File: src/rtl/cpu_pkg.sv
// Shared definitions for the 8-bit CPU: opcodes, T-state encoding and the
// control word whose field order the datapath top also uses.
package cpu_pkg;

  localparam logic [3:0] OP_LDA = 4'h0;
  localparam logic [3:0] OP_ADD = 4'h1;
  localparam logic [3:0] OP_SUB = 4'h2;
  localparam logic [3:0] OP_JMP = 4'h3;
  localparam logic [3:0] OP_LDI = 4'h4;
  localparam logic [3:0] OP_OUT = 4'hE;
  localparam logic [3:0] OP_HLT = 4'hF;

  // HALT encodes as 0 so the state register can feed tstate directly
  localparam logic [2:0] ST_HALT = 3'd0;
  localparam logic [2:0] ST_T1   = 3'd1;
  localparam logic [2:0] ST_T2   = 3'd2;
  localparam logic [2:0] ST_T3   = 3'd3;
  localparam logic [2:0] ST_T4   = 3'd4;
  localparam logic [2:0] ST_T5   = 3'd5;
  localparam logic [2:0] ST_T6   = 3'd6;

  typedef struct packed {
    logic pc_out;
    logic pc_inc;
    logic pc_load;
    logic mar_in;
    logic ram_out;
    logic ir_in;
    logic ir_out;
    logic ir_addr_out;
    logic a_in;
    logic a_out;
    logic b_in;
    logic alu_out;
    logic alu_sub;
    logic out_in;
    logic instr_done;
  } ctrl_t;

endpackage

File: src/rtl/control_sequencer_tstate_counter.sv
// T-state counter: advances on enable, clears at instruction end, and parks
// in HALT until reset.
module tstate_counter
  import cpu_pkg::*;
(
  input  logic       clk,
  input  logic       rst,
  input  logic       en_i,
  input  logic       clr_i,
  input  logic       halt_i,
  output logic [2:0] state_o,
  output logic       halted_o
);

  logic [2:0] state_q, state_d;

  always_ff @(posedge clk) begin
    if (rst) state_q <= ST_T1;
    else     state_q <= state_d;
  end

  // T6 and the unused code 7 always wrap to T1 so a bad opcode cannot wedge us
  always_comb begin
    state_d = state_q;
    if (state_q != ST_HALT && en_i) begin
      if (halt_i)                         state_d = ST_HALT;
      else if (clr_i || state_q >= ST_T6) state_d = ST_T1;
      else                                state_d = state_q + 3'd1;
    end
  end

  assign state_o  = state_q;
  assign halted_o = (state_q == ST_HALT);

endmodule

File: src/rtl/control_sequencer.sv
// Control sequencer: decodes {T-state, opcode} into the datapath strobes and
// drives the T-state counter.
module control_sequencer
  import cpu_pkg::*;
(
  input  logic       clk,
  input  logic       rst,
  input  logic       step_en,
  input  logic [3:0] opcode,
  output logic       pc_out,
  output logic       pc_inc,
  output logic       pc_load,
  output logic       mar_in,
  output logic       ram_out,
  output logic       ir_in,
  output logic       ir_out,
  output logic       ir_addr_out,
  output logic       a_in,
  output logic       a_out,
  output logic       b_in,
  output logic       alu_out,
  output logic       alu_sub,
  output logic       out_in,
  output logic       hlt,
  output logic [2:0] tstate,
  output logic       instr_done
);

  logic [2:0] state;
  logic       halted;
  logic       halt_req;
  ctrl_t      cw;
  ctrl_t      cw_g;

  tstate_counter u_cnt (
    .clk      (clk),
    .rst      (rst),
    .en_i     (step_en),
    .clr_i    (cw.instr_done),
    .halt_i   (halt_req),
    .state_o  (state),
    .halted_o (halted)
  );

  // Default arm covers HALT plus the T4 NOP for HLT and undefined opcodes
  always_comb begin
    cw = '0;
    casez ({state, opcode})
      {ST_T1, 4'b????}: begin cw.pc_out = 1'b1; cw.mar_in = 1'b1; end
      {ST_T2, 4'b????}: cw.pc_inc = 1'b1;
      {ST_T3, 4'b????}: begin cw.ram_out = 1'b1; cw.ir_in = 1'b1; cw.ir_out = 1'b1; end
      {ST_T4, OP_LDA},
      {ST_T4, OP_ADD},
      {ST_T4, OP_SUB}: begin cw.ir_addr_out = 1'b1; cw.mar_in = 1'b1; end
      {ST_T4, OP_JMP}: begin cw.ir_addr_out = 1'b1; cw.pc_load = 1'b1; cw.instr_done = 1'b1; end
      {ST_T4, OP_LDI}: begin cw.ir_addr_out = 1'b1; cw.a_in = 1'b1; cw.instr_done = 1'b1; end
      {ST_T4, OP_OUT}: begin cw.a_out = 1'b1; cw.out_in = 1'b1; cw.instr_done = 1'b1; end
      {ST_T5, OP_LDA}: begin cw.ram_out = 1'b1; cw.a_in = 1'b1; cw.instr_done = 1'b1; end
      {ST_T5, OP_ADD}: begin cw.ram_out = 1'b1; cw.b_in = 1'b1; end
      {ST_T5, OP_SUB}: begin cw.ram_out = 1'b1; cw.b_in = 1'b1; cw.alu_sub = 1'b1; end
      {ST_T6, OP_ADD}: begin cw.alu_out = 1'b1; cw.a_in = 1'b1; cw.instr_done = 1'b1; end
      {ST_T6, OP_SUB}: begin
        cw.alu_out = 1'b1; cw.a_in = 1'b1; cw.alu_sub = 1'b1; cw.instr_done = 1'b1;
      end
      default: cw.instr_done = (state == ST_T4);
    endcase
  end

  assign halt_req = (state == ST_T4) && (opcode == OP_HLT);
  assign cw_g     = (step_en && !rst) ? cw : '0;

  assign pc_out      = cw_g.pc_out;
  assign pc_inc      = cw_g.pc_inc;
  assign pc_load     = cw_g.pc_load;
  assign mar_in      = cw_g.mar_in;
  assign ram_out     = cw_g.ram_out;
  assign ir_in       = cw_g.ir_in;
  assign ir_out      = cw_g.ir_out;
  assign ir_addr_out = cw_g.ir_addr_out;
  assign a_in        = cw_g.a_in;
  assign a_out       = cw_g.a_out;
  assign b_in        = cw_g.b_in;
  assign alu_out     = cw_g.alu_out;
  assign alu_sub     = cw_g.alu_sub;
  assign out_in      = cw_g.out_in;
  assign instr_done  = cw_g.instr_done;

  assign hlt    = halted && !rst;
  assign tstate = rst ? ST_T1 : state;

endmodule

File: config.mk
export PLATFORM = sky130hd
export DESIGN_NAME = control_sequencer
export DESIGN_NICKNAME = d
export VERILOG_FILES = /design/src/rtl/cpu_pkg.sv /design/src/rtl/control_sequencer_tstate_counter.sv /design/src/rtl/control_sequencer.sv
export SDC_FILE = /design/constraint.sdc
export NUM_CORES = 1
export LEC_CHECK = 0
export BUFFER_PORTS_ARGS = -buffer_cell sky130_fd_sc_hd__buf_2
export CORE_ASPECT_RATIO = 1.5
export CORE_MARGIN = 2
export CORE_UTILIZATION = 25
export CTS_BUF_LIST = sky130_fd_sc_hd__clkbuf_8
export DETAILED_ROUTE_END_ITERATION = 16
export MAX_ROUTING_LAYER = met4
export PLACE_DENSITY = 0.46
export SYNTH_ARGS = -nofsm -noshare
export SYNTH_HDL_FRONTEND = slang
export SYNTH_SLANG_ARGS = --single-unit
File: constraint.sdc
create_clock -name clk -period 2.4 [get_ports clk]
set_clock_uncertainty 0.15 [all_clocks]
set_input_delay 0 -clock clk [delete_from_list [all_inputs] [get_ports clk]]
set_output_delay 0 -clock clk [all_outputs]
set_load 0.02 [all_outputs]
==> results.md <==
* P_leak at 0.350 nW
* Synthesis warning total at 0
* Vertical extent of the die at 59.9 um
* Number of nets with antenna violations after routing at 0
* Filler Cell Count at 237
* WS Path Type: reg2out
* Minimum period implied by the final worst setup slack at 2.19 ns
* Remaining DRCs at 0
* Net count after synthesis at 81
* Maximum ir drop on the vdd rail at 0.000313 V
* WL/cell at 13.2 um
* Critical Path Sink Type: primary output
* Maximum number of pins on one net before global-route repair at 11
* Total clock sinks at 3
* Initial Util at 26.0%
* Overall track demand over capacity in global routing at 14.2%
* Required time of the critical path at 2.25 ns
* Cell-by-cell listing of the critical path: inv_1 -> ha_1 -> nand3_2 -> or4b_4 -> a31oi_1 -> buf_2
* Synthesized area divided by synthesized cell count at 7.54 um^2
* Average via count per standard cell at 4.99
* Post-Syn Instances at 69
* Final count of hold timing violations at 0
* Upper clock frequency limit at 458 MHz
* Number of H-tree branching levels at 1
* Number of DRC markers after the initial detailed-route iteration at 2
* Count of input and output buffers at 25
* Final HPWL from detailed placement at 1290 um
* Total power consumption of the routed design at 0.000353 W
* Congestion Overflow GR at 0
* Biggest fanout along the worst timing path at 6
* Slack of the worst reg-to-reg path at 0.50 ns
* Data arrival time of the critical path at 2.04 ns
* Root buf cell: clkbuf_8
* Final period util at 91.1%
* Final design utilization at 35.3%
* Clk_lat worst skew at 0.21 ns
* Reg2Reg Depth at 6
* Number of nets in the finished design at 108
* R2r startpoint: u_cnt.state_o[1]
* Clock tree from TritonCTS: yes
* Max FFs per register at 3
* Slowest cell on the critical path: or4b_4
* Final sum of negative setup slack at 0 ns
* CP startpoint: u_cnt.state_o[1]
* Post-Syn Area at 520 um^2
* Worst reg2reg path endpoint: u_cnt.state_o[2]
* Ports placed on the boundary at 26
* Unrepaired setup endpoints after global routing: no
* Power density over the cells at 499 nW/um^2
* # Post-CTS Setup Buffers at 0
* Area Overhead vs Synth at 35.8%
* Routability Congestion at 0.753
* DIE AREA at 2470 um^2
* Via count of the first global-routing pass at 598
* Via count at 584
* Post-synthesis sequential area ratio at 11.5%
* Final Slew Violations at 0
* First-pass GRT wire length at 2330 um
* Power share of the combinational group at 40.1%
* Class of the tightest hold or removal check: in2reg
* Max capacitance violation total at 0
* Actual transition at the worst max-transition pin at 0.577 ns
* Worst relative slew slack at 61.0%
* Flops & latches, synth at 3
* Post-synth cell types at 35
* Die width at 41.3 um
* # setup viols final at 0
* Sw Share at 37.1%
* Launching element type of the critical path: register
* Clock share of power at 40.0%
* Result of the run: finished clean
* Share of cells above drive strength 1 at 36.8%
* Row count at 20
* Antenna violations before repair at 0
* Clock transition time at the flip-flop clock pins of the worst setup and hold paths at 0.03 ns
* Drt pass-1 iters at 4
* ANT cells at 0
* Total wirelength of the detailed-routed design at 1540 um
* Critical path endpoint: instr_done
* NetSw at 0.000131 W
* Slowest Stage Delay on Critical Path at 0.56 ns
* Cell internal power dissipation at 0.000222 W
* Relative contribution of sequential cells to total power at 19.9%
* Buffer levels on the longest clock path at 2
* Total clock buffers created by CTS at 3
* CORE AREA at 2000 um^2
power by group through the flow:
| stage | registers [W] | clock network, W | logic [W] |
|---|---|---|---|
| 6_report | 0.0000701 | 0.000141 | 0.000141 |
| 5_1_grt | 0.0000708 | 0.000150 | 0.000157 |
| 4_1_cts | 0.0000697 | 0.000147 | 0.000143 |
| 3_5_place_dp | 0.0000705 | 0 | 0.000140 |
| 3_3_place_gp | 0.0000704 | 0 | 0.000142 |
| 2_1_floorplan | 0.0000644 | 0 | 0.000104 |
routing by layer:
metal / wire length [um] / GRT usage [%] / vias to the layer above / share of wire [%]
met5: 0 / - / - / 0
li1: - / - / 297 / -
met4: 0 / 5.53 / 0 / 0
met3: 48 / 1.49 / 0 / 3.1
met1: 527 / 12.5 / 279 / 34
met2: 967 / 27.7 / 8 / 63
per-stage QoR:
stage / hold WS [ns] / area (um^2) / setup WS, ns / cells
final: 0.235 / 707 / 0.214 / 117
after global routing: 0.262 / 707 / 0.123 / 117
after CTS: 0.229 / 707 / 0.205 / 117
after detailed placement: 0.141 / 642 / 0.447 / 111
after global placement: 0.143 / 642 / 0.475 / 111
after floorplan: -0.0702 / 520 / 0.424 / 69
final cells by class:
class                      instances  area (um^2)  area share, %
multi-input combinational         55          407           57.5
inverter                           6         22.5           3.19
clock buffer                       3         41.3           5.84
sequential                         3         60.1           8.50
tap                               22         27.5           3.89
timing repair buffer              27          145           20.5
clock inverter                     1         3.75          0.531
Yosys cell counts:
cell | number | area [um^2]
or4b_4 | 1 | 13.8
nand3_2 | 2 | 20.0
a21oi_1 | 1 | 5.00
a32oi_1 | 1 | 8.76
nor3b_1 | 3 | 22.5
nand4_1 | 1 | 6.26
and3b_1 | 1 | 8.76
o32ai_1 | 1 | 8.76
o31ai_1 | 1 | 7.51
o2111ai_1 | 1 | 8.76
o21ai_0 | 3 | 15.0
buf_4 | 3 | 22.5
o21bai_1 | 1 | 7.51
nand2_1 | 4 | 15.0
nand2b_1 | 2 | 12.5
nor2b_1 | 1 | 6.26
a211o_2 | 1 | 10.0
nor3_1 | 1 | 5.00
inv_1 | 6 | 22.5
ha_1 | 5 | 62.6
nor2_1 | 9 | 33.8
a32oi_4 | 1 | 27.5
and3_1 | 1 | 6.26
nor4b_1 | 2 | 17.5
xor2_1 | 1 | 8.76
or2_2 | 1 | 6.26
nand3_1 | 2 | 10.0
mux2_2 | 1 | 11.3
o22a_1 | 1 | 8.76
and2b_1 | 1 | 7.51
a31oi_1 | 1 | 6.26
buf_2 | 1 | 5.00
clkbuf_1 | 1 | 3.75
dfxtp_1 | 3 | 60.1
and2_1 | 3 | 18.8
worst max-delay path, delay by kind of cell, from the launching register on:
family / cells / cell delay (ns)
flip-flops: 1 / 0.34
AO/OA/AOI/OAI: 1 / 0.20
buffers and inverters: 2 / 0.30
adder cells (fa/ha/maj): 1 / 0.29
AND/OR/NAND/NOR: 2 / 0.70
placed cells by master (no fill, tap or decap), drive strengths merged:
cell         count
o31ai            1
nor4b            2
and3             1
ha               5
nand4            1
o21bai           1
a31oi            1
a21oi            1
nor3b            3
nor2b            1
nand3            4
nand2b           2
o32ai            1
o21ai            3
xor2             1
and2b            1
nand2            4
clkbuf           3
a32oi            2
a211o            1
or2              1
inv              7
mux2             1
dlygate4sd3      2
buf             25
dfxtp            3
nor3             1
and3b            1
or4b             1
o22a             1
nor2             9
o2111ai          1
and2             3
worst min-delay path by stage:
| stage | start | to | slack (ns) | cells past startpoint |
|---|---|---|---|---|
| global placement | step_en | u_cnt.state_o[2] | 0.14 | 2 |
| floorplan | rst | hlt | -0.07 | 1 |
| global route | opcode[0] | alu_sub | 0.26 | 3 |
| detailed placement | step_en | u_cnt.state_o[2] | 0.14 | 2 |
| finish | opcode[2] | u_cnt.state_o[1] | 0.24 | 5 |
| CTS | opcode[2] | u_cnt.state_o[1] | 0.23 | 5 |
cells by family (layout without fill, tap and decap cells):
family          count (synthesis)  after routing  share of synthesized area, %
xor+xnor                        1              1                          1.68
mux                             1              1                          2.16
simple gates                   35             35                          40.4
compound gates                 13             13                          21.9
flops                           3              3                          11.5
buf+inv                        11             37                          10.3
fa+ha+maj                       5              5                          12.0
repair_timing:
item / 4_1_cts / 5_1_grt
endpoints found under the hold margin: 2 / 0
resized for setup: 0 / 0
hold buffers: 2 / 0
Power figures use the tool's default switching activity.
